File: src/rtl/tl_channel_monitor_pkg.sv
// Shared types and helpers for the TileLink channel monitor.
// Holds the FSM state enum, channel codes and the size-to-beats rule.
package tl_channel_monitor_pkg;

  typedef enum logic [1:0] {StIdle, StBeats, StSkip} state_e;

  localparam logic [7:0] ChanA = 8'd0;
  localparam logic [7:0] ChanB = 8'd1;
  localparam logic [7:0] ChanC = 8'd2;
  localparam logic [7:0] ChanD = 8'd3;
  localparam logic [7:0] ChanE = 8'd4;

  localparam int unsigned BeatIdxW = 2;

  // Beats per message: data-less or <= 8 bytes is one beat, 16 bytes two, larger four.
  function automatic logic [2:0] size_to_beats(input logic has_data, input logic [2:0] size);
    if (!has_data || size <= 3'd3) begin
      return 3'd1;
    end else if (size == 3'd4) begin
      return 3'd2;
    end else begin
      return 3'd4;
    end
  endfunction

endpackage

File: src/rtl/tl_beat_counter.sv
// Beat index tracker for a multi-beat message.
// Loaded on the first beat; flags the final beat of the message.
module tl_beat_counter
  import tl_channel_monitor_pkg::*;
(
  input  logic                clock,
  input  logic                reset,
  input  logic                load,
  input  logic [2:0]          beats,
  input  logic                advance,
  output logic [BeatIdxW-1:0] beat_idx,
  output logic                last
);

  logic [BeatIdxW-1:0] idx_q;
  logic [BeatIdxW-1:0] last_idx_q;

  // The loading beat occupies slot 0, so the next beat to arrive is slot 1.
  always_ff @(posedge clock or negedge reset) begin
    if (!reset) begin
      idx_q      <= '0;
      last_idx_q <= '0;
    end else if (load) begin
      idx_q      <= BeatIdxW'(1);
      last_idx_q <= BeatIdxW'(beats - 3'd1);
    end else if (advance) begin
      idx_q <= idx_q + BeatIdxW'(1);
    end
  end

  assign beat_idx = idx_q;
  assign last     = (idx_q == last_idx_q);

endmodule

File: src/rtl/tl_channel_monitor.sv
// Passive TileLink channel monitor: captures header, stamp and up to four data
// beats per message and presents one record per message with a single-cycle strobe.
module tl_channel_monitor
  import tl_channel_monitor_pkg::*;
#(
  parameter int unsigned CHANNEL   = 0,
  parameter int unsigned MAX_BEATS = 4
) (
  input  logic        clock,
  input  logic        reset,
  input  logic        log_enable,
  input  logic        in_valid,
  input  logic        in_ready,
  input  logic [2:0]  in_opcode,
  input  logic [2:0]  in_param,
  input  logic [2:0]  in_size,
  input  logic [7:0]  in_source,
  input  logic [7:0]  in_sink,
  input  logic [63:0] in_address,
  input  logic [63:0] in_user,
  input  logic [63:0] in_echo,
  input  logic        in_has_data,
  input  logic [63:0] in_data,
  output logic        en,
  output logic [7:0]  data_opcode,
  output logic [7:0]  data_param,
  output logic [7:0]  data_source,
  output logic [7:0]  data_sink,
  output logic [7:0]  data_channel,
  output logic [63:0] data_address,
  output logic [63:0] data_user,
  output logic [63:0] data_echo,
  output logic [63:0] data_data_0,
  output logic [63:0] data_data_1,
  output logic [63:0] data_data_2,
  output logic [63:0] data_data_3,
  output logic [63:0] stamp,
  output logic        proto_err
);

  state_e state_q, state_d;
  logic fire, hdr_load, beat_wr, emit, last;
  logic [2:0] beats;
  logic [BeatIdxW-1:0] beat_idx;
  logic [63:0] cnt_q;

  logic [2:0]  cap_opcode_q, cap_param_q;
  logic [7:0]  cap_source_q, cap_sink_q;
  logic [63:0] cap_address_q, cap_user_q, cap_echo_q, cap_stamp_q;
  logic [63:0] cap_data_q [MAX_BEATS];

  logic [2:0]  rec_opcode, rec_param;
  logic [7:0]  rec_source, rec_sink;
  logic [63:0] rec_address, rec_user, rec_echo, rec_stamp;
  logic [63:0] rec_data [MAX_BEATS];

  logic        en_q, proto_err_q;
  logic [7:0]  out_opcode_q, out_param_q, out_source_q, out_sink_q, out_channel_q;
  logic [63:0] out_address_q, out_user_q, out_echo_q, out_stamp_q;
  logic [63:0] out_data_q [MAX_BEATS];

  assign fire  = in_valid & in_ready;
  assign beats = size_to_beats(in_has_data, in_size);

  tl_beat_counter u_beat_counter (
    .clock    (clock),
    .reset    (reset),
    .load     (hdr_load),
    .beats    (beats),
    .advance  (fire && (state_q != StIdle)),
    .beat_idx (beat_idx),
    .last     (last)
  );

  always_ff @(posedge clock or negedge reset) begin
    if (!reset) begin
      state_q <= StIdle;
    end else begin
      state_q <= state_d;
    end
  end

  always_comb begin
    state_d = state_q;
    unique case (state_q)
      StIdle:         if (fire && beats != 3'd1) state_d = log_enable ? StBeats : StSkip;
      StBeats, StSkip: if (fire && last) state_d = StIdle;
      default:        state_d = StIdle;
    endcase
  end

  always_comb begin
    hdr_load = 1'b0;
    beat_wr  = 1'b0;
    emit     = 1'b0;
    unique case (state_q)
      StIdle: begin
        hdr_load = fire;
        emit     = fire && log_enable && (beats == 3'd1);
      end
      StBeats: begin
        beat_wr = fire;
        emit    = fire && last;
      end
      default: ;
    endcase
  end

  // Record as it will appear at the strobe: a one-beat message bypasses the capture regs.
  always_comb begin
    rec_opcode  = cap_opcode_q;
    rec_param   = cap_param_q;
    rec_source  = cap_source_q;
    rec_sink    = cap_sink_q;
    rec_address = cap_address_q;
    rec_user    = cap_user_q;
    rec_echo    = cap_echo_q;
    rec_stamp   = cap_stamp_q;
    for (int i = 0; i < MAX_BEATS; i++) begin
      rec_data[i] = (beat_idx == BeatIdxW'(i)) ? in_data : cap_data_q[i];
    end
    if (state_q == StIdle) begin
      rec_opcode  = in_opcode;
      rec_param   = in_param;
      rec_source  = in_source;
      rec_sink    = in_sink;
      rec_address = in_address;
      rec_user    = in_user;
      rec_echo    = in_echo;
      rec_stamp   = cnt_q;
      for (int i = 0; i < MAX_BEATS; i++) rec_data[i] = '0;
      rec_data[0] = in_has_data ? in_data : '0;
    end
  end

  always_ff @(posedge clock or negedge reset) begin
    if (!reset) begin
      cnt_q         <= '0;
      cap_opcode_q  <= '0;
      cap_param_q   <= '0;
      cap_source_q  <= '0;
      cap_sink_q    <= '0;
      cap_address_q <= '0;
      cap_user_q    <= '0;
      cap_echo_q    <= '0;
      cap_stamp_q   <= '0;
      for (int i = 0; i < MAX_BEATS; i++) cap_data_q[i] <= '0;
      proto_err_q   <= 1'b0;
    end else begin
      cnt_q <= cnt_q + 64'd1;
      if (hdr_load) begin
        cap_opcode_q  <= in_opcode;
        cap_param_q   <= in_param;
        cap_source_q  <= in_source;
        cap_sink_q    <= in_sink;
        cap_address_q <= in_address;
        cap_user_q    <= in_user;
        cap_echo_q    <= in_echo;
        cap_stamp_q   <= cnt_q;
        for (int i = 0; i < MAX_BEATS; i++) cap_data_q[i] <= rec_data[i];
      end
      if (beat_wr) begin
        cap_data_q[beat_idx] <= in_data;
        if (in_opcode != cap_opcode_q || in_source != cap_source_q ||
            in_address != cap_address_q) begin
          proto_err_q <= 1'b1;
        end
      end
    end
  end

  always_ff @(posedge clock or negedge reset) begin
    if (!reset) begin
      en_q          <= 1'b0;
      out_opcode_q  <= '0;
      out_param_q   <= '0;
      out_source_q  <= '0;
      out_sink_q    <= '0;
      out_channel_q <= '0;
      out_address_q <= '0;
      out_user_q    <= '0;
      out_echo_q    <= '0;
      out_stamp_q   <= '0;
      for (int i = 0; i < MAX_BEATS; i++) out_data_q[i] <= '0;
    end else begin
      en_q <= emit;
      if (emit) begin
        out_opcode_q  <= {5'b0, rec_opcode};
        out_param_q   <= {5'b0, rec_param};
        out_source_q  <= rec_source;
        out_sink_q    <= rec_sink;
        out_channel_q <= 8'(CHANNEL);
        out_address_q <= rec_address;
        out_user_q    <= rec_user;
        out_echo_q    <= rec_echo;
        out_stamp_q   <= rec_stamp;
        for (int i = 0; i < MAX_BEATS; i++) out_data_q[i] <= rec_data[i];
      end
    end
  end

  assign en           = en_q;
  assign proto_err    = proto_err_q;
  assign data_opcode  = out_opcode_q;
  assign data_param   = out_param_q;
  assign data_source  = out_source_q;
  assign data_sink    = out_sink_q;
  assign data_channel = out_channel_q;
  assign data_address = out_address_q;
  assign data_user    = out_user_q;
  assign data_echo    = out_echo_q;
  assign data_data_0  = out_data_q[0];
  assign data_data_1  = out_data_q[1];
  assign data_data_2  = out_data_q[2];
  assign data_data_3  = out_data_q[3];
  assign stamp        = out_stamp_q;

endmodule

File: config.mk
export PLATFORM = sky130hd
export DESIGN_NAME = tl_channel_monitor
export DESIGN_NICKNAME = d
export VERILOG_FILES = /design/src/rtl/tl_channel_monitor_pkg.sv /design/src/rtl/tl_beat_counter.sv /design/src/rtl/tl_channel_monitor.sv
export SDC_FILE = /design/constraint.sdc
export NUM_CORES = 2
export LEC_CHECK = 0
export BUFFER_PORTS_ARGS = -buffer_cell sky130_fd_sc_hd__buf_2
export CORE_UTILIZATION = 33
export CTS_CLUSTER_DIAMETER = 120
export DETAILED_ROUTE_END_ITERATION = 10
export GPL_ROUTABILITY_DRIVEN = 0
export HOLD_SLACK_MARGIN = 0.05
export MAX_ROUTING_LAYER = met4
export PLACE_DENSITY = 0.52
export SYNTH_ARGS = -nofsm -noshare
export SYNTH_HDL_FRONTEND = slang
export SYNTH_SLANG_ARGS = --single-unit
File: constraint.sdc
create_clock -name clock -period 2.4 [get_ports clock]
set_input_delay 0.36 -clock clock [delete_from_list [all_inputs] [get_ports clock]]
set_output_delay 0.36 -clock clock [all_outputs]
set_load 0.01 [all_outputs]
==> out/summary.txt <==
Tightest Pin Transition = 0.8395 ns
Die Width = 391.9 microns
Pleak = 33.44 nW
H-tree depth = 4
Sequential fraction of the synthesis area = 0.5688
R2R depth = 8
Register-to-register setup slack = 0.17 ns
# setup viols final = 0
Rows = 142
Min Tclk post-route = 2.227 ns
Initial Util = 0.3337
Number of detailed-route iterations in the first pass = 6
Buffer and inverter count on the worst path = 3
Startpoint types = register
Pin count of the biggest net entering global routing = 130
Post-detailed-route count of antenna-violating nets = 0
Ports = 841
Fillers = 14.69k
Skew final = 0.04588 ns
Die Span Y = 391.9 microns
Synth Warn # = 0
GR Overflow Total = 0
Hold crit path type = in -> async
Final core utilization = 0.4312
All-layer global routing usage = 0.2307
Vias in the first global route = 40.58k
Post-route DRC = 0
CTS buffer count = 137
Outcome = completed
CP top delay family = buffers and inverters
Adder-cell area share of the yosys netlist = 0.001746
Synth cell types = 36
Crit. Startpoint = u_beat_counter.beat_idx[0]
Post-synth EDFFs = 0
Crit-path most repeated cell = buf_12
Arrival time at the worst endpoint = 2.90 ns
VDD IR-drop max = 0.0008026 V
Synth Flop Type = dfrtp_1
Sequential cell area = 28530 sq um
First-pass GRT wire length = 262400 microns
Clk root buf = clkbuf_16
Layout cells sized above 1 = 0.1978
Final WS setup = 0.1734 ns
DR iter-0 viols = 2580
Final hold vios = 0
FF-to-FF End = data_data_0[4]
Dpl hpwl = 119200 microns
Mux cell area share after synthesis = 0.1066
Critical Path Max Stage Delay = 0.47 ns
Vias per Instance = 4.896
Max_cap viols = 0
Xor/xnor share of the synthesized area = 0.02427
Initial antenna violation count = 26
Max Slew Vio Count = 0
CTS tree = done
Post-synthesis async set-or-reset flop share = 1.000
Critical Path Sink Type = register
Fin nets = 6420
Synth Area in Compound Gates = 0.08342
Number of port buffers = 822
DR WL/cell = 21.02 microns
Final period util = 0.9277
Worst rel slew slack = 0.4403
Vias after detailed routing = 40.49k
# clock sinks = 1140
Hold WS = 0.1670 ns
Max clock buf depth = 3
Slowest cell on crit path = dfrtp_1
Mean Syn Cell Area = 9.779 sq um
RSZ-0062 raised after global routing = false
Layout area overhead = 29.23%
Area of the core = 150300 sq um
Setup WS pre-CTS = 0.1770 ns
Syn Inst Count = 5129
Synthesis-stage register bit count = 1140
Drt total wl = 173900 microns
Worst-Skew Late Latency = 0.79 ns
Mapped cell area = 50150 sq um
Largest family of logic cells by synthesized area = simple AND/OR/NAND/NOR gates
Critical path class = reg -> reg
Full die area = 153500 sq um
Simple-Gate Fraction of Synth Area = 0.1741
Multi-input gate area = 19770 sq um
CP cell instances = xor2_1, nor3_1, a32oi_4, buf_12, inv_4, buf_12, nor2_1, a21oi_1
Max Freq = 449.1 MHz
Worst r2r src = u_beat_counter.beat_idx[0]
Crit path to = data_data_0[4]
Data required, critical path = 3.07 ns
Worst-path fanout max = 46
Power density cells = 1148 nW/um^2
Worst path depth = 8
CTS clk-pin slew, worst paths = 0.06 ns
Final TNS setup = 0 ns
==> logic make-up (layout without fill, tap and decap cells) <==
| kind of cell | after synthesis | after routing |
|---|---|---|
| buffers and inverters | 457 | 1541 |
| other | 1 | 42 |
| flip-flops | 1140 | 1140 |
| XOR/XNOR | 139 | 139 |
| adder cells (fa/ha/maj) | 7 | 7 |
| multiplexers | 534 | 534 |
| AO/OA/AOI/OAI | 684 | 684 |
| AND/OR/NAND/NOR | 2167 | 2167 |
==> flip-flops by register name, indices dropped and copies added (netlist names), 3 cells and up <==
signal and count:
cap_stamp_q 64, cap_data_q 256, cnt_q 64, cap_sink_q 8
data_param 3, data_data_2 64, data_opcode 3, cap_param_q 3
cap_opcode_q 3, cap_source_q 8, cap_echo_q 64, cap_user_q 64
data_sink 8, stamp 64, data_data_3 64, data_echo 64
cap_address_q 64, data_data_1 64, data_address 64, data_data_0 64
data_source 8, data_user 64
==> synthesized netlist by cell type (all sizes together), types with 20 or more instances <==
library cell,instances,area share
nand2,1705,0.13
nor2,144,0.011
nor3,31,0.0031
a21oi,130,0.013
a22o,68,0.012
o31ai,194,0.029
o21ai,289,0.029
nand3,221,0.022
nor4,20,0.0036
buf,185,0.021
mux2i,534,0.11
xor2,69,0.012
dfrtp,1140,0.57
xnor2,70,0.012
clkbuf,258,0.019
nand4,26,0.0043
==> layer usage <==
| layer | GRT usage | wire [microns] |
|---|---|---|
| met4 | 0.07372 | 5135 |
| met2 | 0.3465 | 78440 |
| met5 | - | 0 |
| met3 | 0.05572 | 11350 |
| met1 | 0.3058 | 78930 |
==> worst min path at each step <==
stage | startpoint | to | slack [ns] | cells past startpoint
2_1_floorplan | reset | cap_address_q[0] | 0.06 | 0
3_3_place_gp | reset | data_user[8] | 0.39 | 1
3_5_place_dp | reset | cap_user_q[13] | 0.41 | 1
4_1_cts | reset | cap_user_q[13] | 0.14 | 2
5_1_grt | reset | cap_user_q[37] | 0.16 | 2
6_report | reset | cap_user_q[37] | 0.17 | 2
==> cells in the final DEF, fill, tap and decap left out, types with 8 or more instances in the layout <==
master            n
xnor2_1          70
nor2_1          144
o31ai_1         194
nand3_1         221
bufinv_16         8
clkbuf_16       139
a21oi_1         129
diode_2          24
nor3_1           31
nand4_1          22
o21ai_1           9
clkbuf_8         29
buf_2           821
buf_4            96
o21ai_0         280
dlygate4sd3_1   287
buf_12           79
inv_1            13
dfrtp_1        1140
nand2_1        1701
clkbuf_1         36
xor2_1           69
mux2i_1         534
nor4_1           15
conb_1           18
clkinv_2         14
a22o_1           67
==> cell type report <==
cell class | instances | share of cell area
Antenna cell | 24 | 0.0009266
Clock buffer | 204 | 0.06191
Clock inverter | 39 | 0.008706
Inverter | 14 | 0.0008494
Multi-Input combinational cell | 3549 | 0.3051
Sequential cell | 1140 | 0.4401
Tap cell | 2016 | 0.03892
Timing Repair Buffer | 1284 | 0.1435
==> power breakdown <==
part / switching (W) / internal (W)
Combinational: 0.0151 / 0.00985
Sequential: 0.00362 / 0.0247
Clock: 0.00868 / 0.0125
Total: 0.0274 / 0.0471
==> repair_timing <==
action | CTS | global route
hold endpoints to repair | 1061 | 0
endpoints found under the setup margin | 0 | 0
hold buffers | 287 | 0
resized for setup | 0 | 0
setup buffers | 0 | 0
==> through the flow <==
| step | instance area (sq um) | instances | power, W |
|---|---|---|---|
| floorplan | 50220 | 5146 | 0.04219 |
| global placement | 57310 | 7716 | 0.05299 |
| detailed placement | 57310 | 7716 | 0.05330 |
| CTS | 64750 | 8246 | 0.07530 |
| global route | 64810 | 8270 | 0.07868 |
| finish | 64810 | 8270 | 0.07443 |
Power figures use the tool's default switching activity.
